`src/rtl/gpio_port_6502_if.sv`:
```
// CPU-side register bus of the multi-port GPIO block.
// Carries select, strobe, address, data and the interrupt line.
interface gpio_port_6502_if;
    logic       cs;
    logic       we;
    logic [4:0] addr;
    logic [7:0] din;
    logic [7:0] dout;
    logic       irq;

    modport master (
        output cs,
        output we,
        output addr,
        output din,
        input  dout,
        input  irq
    );

    modport slave (
        input  cs,
        input  we,
        input  addr,
        input  din,
        output dout,
        output irq
    );
endinterface

```
`src/rtl/gpio_port_6502.sv`:
```
// Multi-port 8-bit GPIO for the 6502 SoC: per-bit direction,
// atomic set/clear, input synchronisers and sticky edge flags.
module gpio_port_6502 #(
    parameter int NPORTS      = 4,
    parameter int SYNC_STAGES = 2
) (
    input  logic                  clk,
    input  logic                  reset,
    gpio_port_6502_if.slave       bus,
    input  logic [8*NPORTS-1:0]   gpio_i,
    output logic [8*NPORTS-1:0]   gpio_o,
    output logic [8*NPORTS-1:0]   gpio_oe
);

    localparam int W = 8 * NPORTS;

    typedef enum logic [2:0] {
        REG_OUT   = 3'd0,
        REG_DIR   = 3'd1,
        REG_IN    = 3'd2,
        REG_RISE  = 3'd3,
        REG_FALL  = 3'd4,
        REG_FLAGS = 3'd5,
        REG_SET   = 3'd6,
        REG_CLR   = 3'd7
    } reg_e;

    logic [1:0] port;
    reg_e       rsel;
    logic       wr;
    logic       rd;

    assign port = bus.addr[4:3];
    assign rsel = reg_e'(bus.addr[2:0]);
    assign wr   = bus.cs & bus.we;
    assign rd   = bus.cs & ~bus.we;

    logic [NPORTS-1:0][7:0] out_q;
    logic [NPORTS-1:0][7:0] dir_q;
    logic [NPORTS-1:0][7:0] rise_en_q;
    logic [NPORTS-1:0][7:0] fall_en_q;
    logic [NPORTS-1:0][7:0] flags_q;

    logic [NPORTS-1:0][7:0] out_d;
    logic [NPORTS-1:0][7:0] dir_d;
    logic [NPORTS-1:0][7:0] rise_en_d;
    logic [NPORTS-1:0][7:0] fall_en_d;
    logic [NPORTS-1:0][7:0] flags_d;

    logic [NPORTS-1:0][7:0] set_w;
    logic [NPORTS-1:0][7:0] clr_w;

    logic [SYNC_STAGES-1:0][W-1:0] sync_q;
    logic [W-1:0]                  prev_q;
    logic [NPORTS-1:0][7:0]        sync_b;
    logic [NPORTS-1:0][7:0]        prev_b;

    logic [NPORTS-1:0] hit;
    logic [7:0]        rdata;
    logic [7:0]        dout_q;
    logic              irq_q;

    assign sync_b = sync_q[SYNC_STAGES-1];
    assign prev_b = prev_q;

    always_comb begin
        hit = '0;
        for (int p = 0; p < NPORTS; p++) begin
            hit[p] = (port == 2'(p));
        end
    end

    // Edge detection is independent of DIR so driven pins see their own edges.
    always_comb begin
        set_w = '0;
        for (int p = 0; p < NPORTS; p++) begin
            set_w[p] = (sync_b[p] & ~prev_b[p] & rise_en_q[p])
                     | (~sync_b[p] & prev_b[p] & fall_en_q[p]);
        end
    end

    always_comb begin
        out_d     = out_q;
        dir_d     = dir_q;
        rise_en_d = rise_en_q;
        fall_en_d = fall_en_q;
        clr_w     = '0;
        for (int p = 0; p < NPORTS; p++) begin
            if (wr && hit[p]) begin
                unique case (rsel)
                    REG_OUT:   out_d[p]     = bus.din;
                    REG_DIR:   dir_d[p]     = bus.din;
                    REG_IN:    ;
                    REG_RISE:  rise_en_d[p] = bus.din;
                    REG_FALL:  fall_en_d[p] = bus.din;
                    REG_FLAGS: clr_w[p]     = bus.din;
                    REG_SET:   out_d[p]     = out_q[p] | bus.din;
                    REG_CLR:   out_d[p]     = out_q[p] & ~bus.din;
                endcase
            end
        end
    end

    // A new edge beats a simultaneous write-1-clear of the same bit.
    always_comb begin
        flags_d = '0;
        for (int p = 0; p < NPORTS; p++) begin
            flags_d[p] = (flags_q[p] & ~clr_w[p]) | set_w[p];
        end
    end

    always_comb begin
        rdata = '0;
        for (int p = 0; p < NPORTS; p++) begin
            if (hit[p]) begin
                unique case (rsel)
                    REG_OUT:   rdata = out_q[p];
                    REG_DIR:   rdata = dir_q[p];
                    REG_IN:    rdata = sync_b[p];
                    REG_RISE:  rdata = rise_en_q[p];
                    REG_FALL:  rdata = fall_en_q[p];
                    REG_FLAGS: rdata = flags_q[p];
                    REG_SET:   rdata = out_q[p];
                    REG_CLR:   rdata = out_q[p];
                endcase
            end
        end
    end

    always_ff @(posedge clk) begin
        if (!reset) begin
            out_q     <= '0;
            dir_q     <= '0;
            rise_en_q <= '0;
            fall_en_q <= '0;
            flags_q   <= '0;
            sync_q    <= '0;
            prev_q    <= '0;
            dout_q    <= '0;
            irq_q     <= 1'b0;
        end else begin
            out_q     <= out_d;
            dir_q     <= dir_d;
            rise_en_q <= rise_en_d;
            fall_en_q <= fall_en_d;
            flags_q   <= flags_d;
            sync_q    <= {sync_q[SYNC_STAGES-2:0], gpio_i};
            prev_q    <= sync_q[SYNC_STAGES-1];
            irq_q     <= |flags_q;
            if (rd) begin
                dout_q <= rdata;
            end
        end
    end

    assign bus.dout = dout_q;
    assign bus.irq  = irq_q;
    assign gpio_o   = out_q;
    assign gpio_oe  = dir_q;

endmodule

```
`src/flat_wrapper.sv`:
```
// flat-port wrapper written by rule: the top's interface ports become plain ports
module gpio_port_6502_flat 
#(
    parameter int NPORTS      = 4,
    parameter int SYNC_STAGES = 2
)
  (clk, reset, gpio_i, gpio_o, gpio_oe, bus_cs, bus_we, bus_addr, bus_din, bus_dout, bus_irq);
  gpio_port_6502_if bus_i ();
  input  logic clk;
  input  logic reset;
  input  logic [8*NPORTS-1:0] gpio_i;
  output logic [8*NPORTS-1:0] gpio_o;
  output logic [8*NPORTS-1:0] gpio_oe;
  input wire logic [$bits(bus_i.cs)-1:0] bus_cs;
  input wire logic [$bits(bus_i.we)-1:0] bus_we;
  input wire logic [$bits(bus_i.addr)-1:0] bus_addr;
  input wire logic [$bits(bus_i.din)-1:0] bus_din;
  output wire logic [$bits(bus_i.dout)-1:0] bus_dout;
  output wire logic [$bits(bus_i.irq)-1:0] bus_irq;
  assign bus_i.cs = bus_cs;
  assign bus_i.we = bus_we;
  assign bus_i.addr = bus_addr;
  assign bus_i.din = bus_din;
  assign bus_dout = bus_i.dout;
  assign bus_irq = bus_i.irq;
  gpio_port_6502 #(.NPORTS(NPORTS), .SYNC_STAGES(SYNC_STAGES)) u_core (.clk(clk), .reset(reset), .bus(bus_i), .gpio_i(gpio_i), .gpio_o(gpio_o), .gpio_oe(gpio_oe));
endmodule
```
`config.mk`:
```
export PLATFORM = sky130hd
export DESIGN_NAME = gpio_port_6502_flat
export DESIGN_NICKNAME = d
export VERILOG_FILES = /design/src/rtl/gpio_port_6502_if.sv /design/src/rtl/gpio_port_6502.sv /design/src/flat_wrapper.sv
export SDC_FILE = /design/constraint.sdc
export NUM_CORES = 1
export LEC_CHECK = 0
export BUFFER_PORTS_ARGS = -buffer_cell sky130_fd_sc_hd__buf_4
export CAP_MARGIN = 20
export CORE_AREA = 5 5 156 158
export CTS_BUF_LIST = sky130_fd_sc_hd__clkbuf_4
export DETAILED_ROUTE_END_ITERATION = 10
export DIE_AREA = 0 0 161 163
export MAX_ROUTING_LAYER = met4
export PLACE_DENSITY = 0.69
export SYNTH_ARGS = -nofsm -noshare
export SYNTH_HDL_FRONTEND = slang
export SYNTH_SLANG_ARGS = --single-unit
export TNS_END_PERCENT = 100
```
`constraint.sdc`:
```
create_clock -name clk -period 3.5 [get_ports clk]
set_input_delay 0.175 -clock clk [delete_from_list [all_inputs] [get_ports clk]]
set_output_delay 0.175 -clock clk [all_outputs]
set_load 0.05 [all_outputs]
```
==> run_results.csv <==
group,metric,value,unit
cts,clkTransAtPathRegs,0.06,ns
global_routing,initial_antenna_violation_count,1,
place,dp_cells,1615,
logic_synthesis,postSynthRegisterBits,265,
routing,avgRoutedWirePerCell,20.4,um
final_layout,fillers,2103,
place,placement.io_buffers,121,
routing,drtPass1Iterations,6,
critical_path,reg2reg_setup_slack,1.84,ns
logic_synthesis,yosysUniqueCellTypes,58,
routing,dr_vias,10302,
global_routing,globalRoute.totalOverflow,0,
sta,finalMaxSlewViolations,0,
global_routing,globalRouteTotalUtil,27.9,%
sta,fmax,0.499,GHz
place,gpl.final_weighted_congestion,1.06,
floorplan,floorplan.die.height,163,um
routing,vias_per_cell,5.79,
floorplan,i_o_pins,122,
pwr,peakVddDrop,0.225,mV
cts,cts_setup_buffers,0,
sta,maxSlewHeadroom,37.4,%
sta,timing_hold_violations_final,0,
global_routing,first_global_vias,9623,
cts,number_of_h_tree_branching_levels,3,
global_routing,grt_first_pass_wirelength,56.4,mm
floorplan,die_x,161,um
logic_synthesis,synth-warning-count,0,
sta,clock-skew-final,0.0345,ns
floorplan,fp-row-count,56,
cts,worst_skew_pair.late_latency,0.66,ns
run_status,run_status,"finished, final reports clean",
cts,inserted_clock_buffers,71,
logic_synthesis,synth_nets,1332,
place,dp_slack,1.18,ns
worst_hold_path,min-delay-path-class,"primary input to flop",
critical_path,critPathLaunchType,"primary input",
sta,post-route-min-period,2.00,ns
sta,min_period_over_period,57.3,%
cts,cts_root_buffer,"sky130_fd_sc_hd__clkbuf_4",
floorplan,floorplan.die_area,26200,um2
routing,ant_nets,0,
cts,clk_path_buf_depth,3,
sta,tightest_slew,0.934,ns
final_layout,nets,1495,
cts,cts.sink_count,265,
routing,detail_route.wirelength,36.2,mm
sta,finalSetupTns,0,ns
logic_synthesis,syn_avg_cell_area,8.75,um2
final_layout,layout.cells.non_filler,1778,
logic_synthesis,sequential_cell_area_fraction_in_the_yosys_report,47.2,%
logic_synthesis,synth_cells,1283,
pwr,power_per_cell_area,454,nW/um2
sta,timing.final.ws_setup,1.50,ns
cts,tritoncts,"built",
pwr,total_leakage_power,0.00505,uW
floorplan,initial_core_util,48.9,%
logic_synthesis,post_synth_instance_area,11200,um2
routing,first_iter_violations,1093,
sta,rsz0062_at_grt,"false",
place,dp.final_hpwl,24.3,mm
critical_path,critical_path_arrival,2.51,ns
sta,report.final.setup_viol,0,
routing,drt_drc_violations_left,0,
critical_path,crit_path_end_kind,"flop",
critical_path,cp.required,4.01,ns
run,max_cap_violations,0,
final_layout,layout-area-overhead-vs-synth,20.1,%
global_routing,grt_start_max_net_pins,67,
final_layout,layout-drive-gt1-share,18.6,%
floorplan,core-area,23000,um2
critical_path,maximum_fanout_count_along_the_critical_path,14,
pwr,p_total,6120,uW
critical_path,crit_type,"primary input to flop",
area by class of cell:
type                            count  area (um2)  share of cell area (%)
Multi-Input combinational cell    917        5470                    40.6
Tap cell                          290         363                    2.69
Clock buffer                       95         713                    5.29
Clock inverter                     19        81.3                   0.603
Timing Repair Buffer              186        1530                    11.3
Inverter                            5        21.3                   0.158
Sequential cell                   265        5310                    39.3
Antenna cell                        1        2.50                  0.0186
path summary, 6_finish.rpt:
kind	startpoint	to	cells after the start
max	bus_addr[3]	u_core.flags_q[16]$_SDFF_PN0_	7
min	bus_we	u_core.bus.dout[3]$_SDFFE_PN0P_	3
max reg2reg	u_core.gpio_o[25]$_SDFFE_PN0P_	u_core.bus.dout[1]$_SDFFE_PN0P_	5
min reg2reg	u_core.sync_q[7]$_SDFF_PN0_	u_core.sync_b[7]$_SDFF_PN0_	1
repair_timing:
action,4_1_cts,5_1_grt
setup endpoints to repair,0,0
endpoints found under the hold margin,192,0
resized for setup,0,0
hold buffers,48,0
cell usage in the layout (no fill, tap or decap), types with 3 or more instances in the layout:
cell                              n
sky130_fd_sc_hd__clkinv_1        13
sky130_fd_sc_hd__nor4_1           8
sky130_fd_sc_hd__a21oi_1         90
sky130_fd_sc_hd__o22a_1           3
sky130_fd_sc_hd__o22ai_1          3
sky130_fd_sc_hd__nor2_2           5
sky130_fd_sc_hd__a221oi_1        17
sky130_fd_sc_hd__nor2b_1         14
sky130_fd_sc_hd__o221a_2          4
sky130_fd_sc_hd__nand2_1        148
sky130_fd_sc_hd__o211ai_1         5
sky130_fd_sc_hd__a31oi_1         14
sky130_fd_sc_hd__clkbuf_4        95
sky130_fd_sc_hd__dfxtp_1        265
sky130_fd_sc_hd__nand3_1         17
sky130_fd_sc_hd__buf_4          137
sky130_fd_sc_hd__o21a_1           9
sky130_fd_sc_hd__a22o_1          10
sky130_fd_sc_hd__nor2_1         126
sky130_fd_sc_hd__and2_1         106
sky130_fd_sc_hd__nand3b_1        33
sky130_fd_sc_hd__nand2b_1        16
sky130_fd_sc_hd__o221ai_1        16
sky130_fd_sc_hd__inv_2            5
sky130_fd_sc_hd__nor3_4           4
sky130_fd_sc_hd__a211oi_1         3
sky130_fd_sc_hd__o21ai_0        122
sky130_fd_sc_hd__nor3_2           3
sky130_fd_sc_hd__nor2_4           5
sky130_fd_sc_hd__a221o_1         11
sky130_fd_sc_hd__dlygate4sd3_1   48
sky130_fd_sc_hd__a22oi_1         28
sky130_fd_sc_hd__mux2i_1         67
sky130_fd_sc_hd__o2bb2ai_1        4
routing by layer:
metal / up-vias / part of all wire (%) / wire [um] / global-route usage [%]
met2: 608 / 42 / 15200 / 39.6
met4: 0 / 3.9 / 1390 / 12.6
li1: 4864 / - / - / -
met3: 90 / 11 / 3850 / 5.95
met5: - / 0 / 0 / -
met1: 4740 / 43 / 15700 / 38.4
synthesized netlist by cell type, drive strengths merged:
cell	n	area, um2
a311oi	1	8.76
nand4	3	25.0
xnor2	1	8.76
a31oi	14	87.6
dfxtp	265	5310
a222oi	2	20.0
nor2b	15	96.3
o211ai	5	37.5
a41oi	2	17.5
clkbuf	64	240
o21ai	123	616
nand4b	2	30.0
nand3b	33	248
nand2	150	573
mux2i	67	671
and2	106	663
o22a	3	26.3
nor4	9	71.3
nand2b	17	109
a22oi	28	210
a221oi	17	149
o21a	9	67.6
buf	32	208
or3b	1	8.76
o22ai	3	18.8
or3	1	6.26
mux2	2	22.5
a211oi	3	22.5
a22o	10	87.6
nand3	18	95.1
o2bb2ai	4	35.0
o221ai	16	140
a221o	11	110
nor3	8	95.1
inv	4	15.0
a21oi	91	459
o221a	5	56.3
nor2	136	561
clkinv	1	3.75
o31ai	1	7.51
per-stage QoR:
step	hold slack, ns	cell area (um2)	util [%]
after global routing	0.0987	13500	58.7
final	0.0618	13500	58.7
after CTS	0.00873	13500	58.7
after global placement	0.384	12200	53.1
after floorplan	0.302	11200	-
after detailed placement	0.385	12200	53.1
state kept, by name (all words and copies together), names as in the netlist:
register and flops:
u_core.prev_b 32, u_core.sync_q 32, u_core.sync_b 32, u_core.bus.irq 1, u_core.gpio_oe 32, u_core.flags_q 32, u_core.fall_en_q 32, u_core.rise_en_q 32
u_core.bus.dout 8, u_core.gpio_o 32
power breakdown:
part           total [uW]  internal (uW)  switching, uW
Sequential           3120           3070           42.1
Clock                2470           1250           1220
Combinational         529            190            339
worst max-delay path, stage by stage:
cell                            delay [ns]
sky130_fd_sc_hd__dlygate4sd3_1        0.54
sky130_fd_sc_hd__buf_4                0.18
sky130_fd_sc_hd__nand4b_2             0.57
sky130_fd_sc_hd__nor2_1               0.71
sky130_fd_sc_hd__nand2_1              0.11
sky130_fd_sc_hd__a21oi_1              0.16
sky130_fd_sc_hd__nor2_1               0.05
logic make-up (layout without fill, tap and decap cells):
logic type / count (synthesis) / in the layout / share of synthesized area [%]
XOR/XNOR: 1 / 1 / 0.0780
other: 0 / 1 / 0
flip-flops: 265 / 265 / 47.2
AND/OR/NAND/NOR: 499 / 499 / 23.0
AO/OA/AOI/OAI: 348 / 348 / 19.4
multiplexers: 69 / 69 / 6.17
buffers and inverters: 101 / 305 / 4.16
Power figures use the tool's default switching activity.
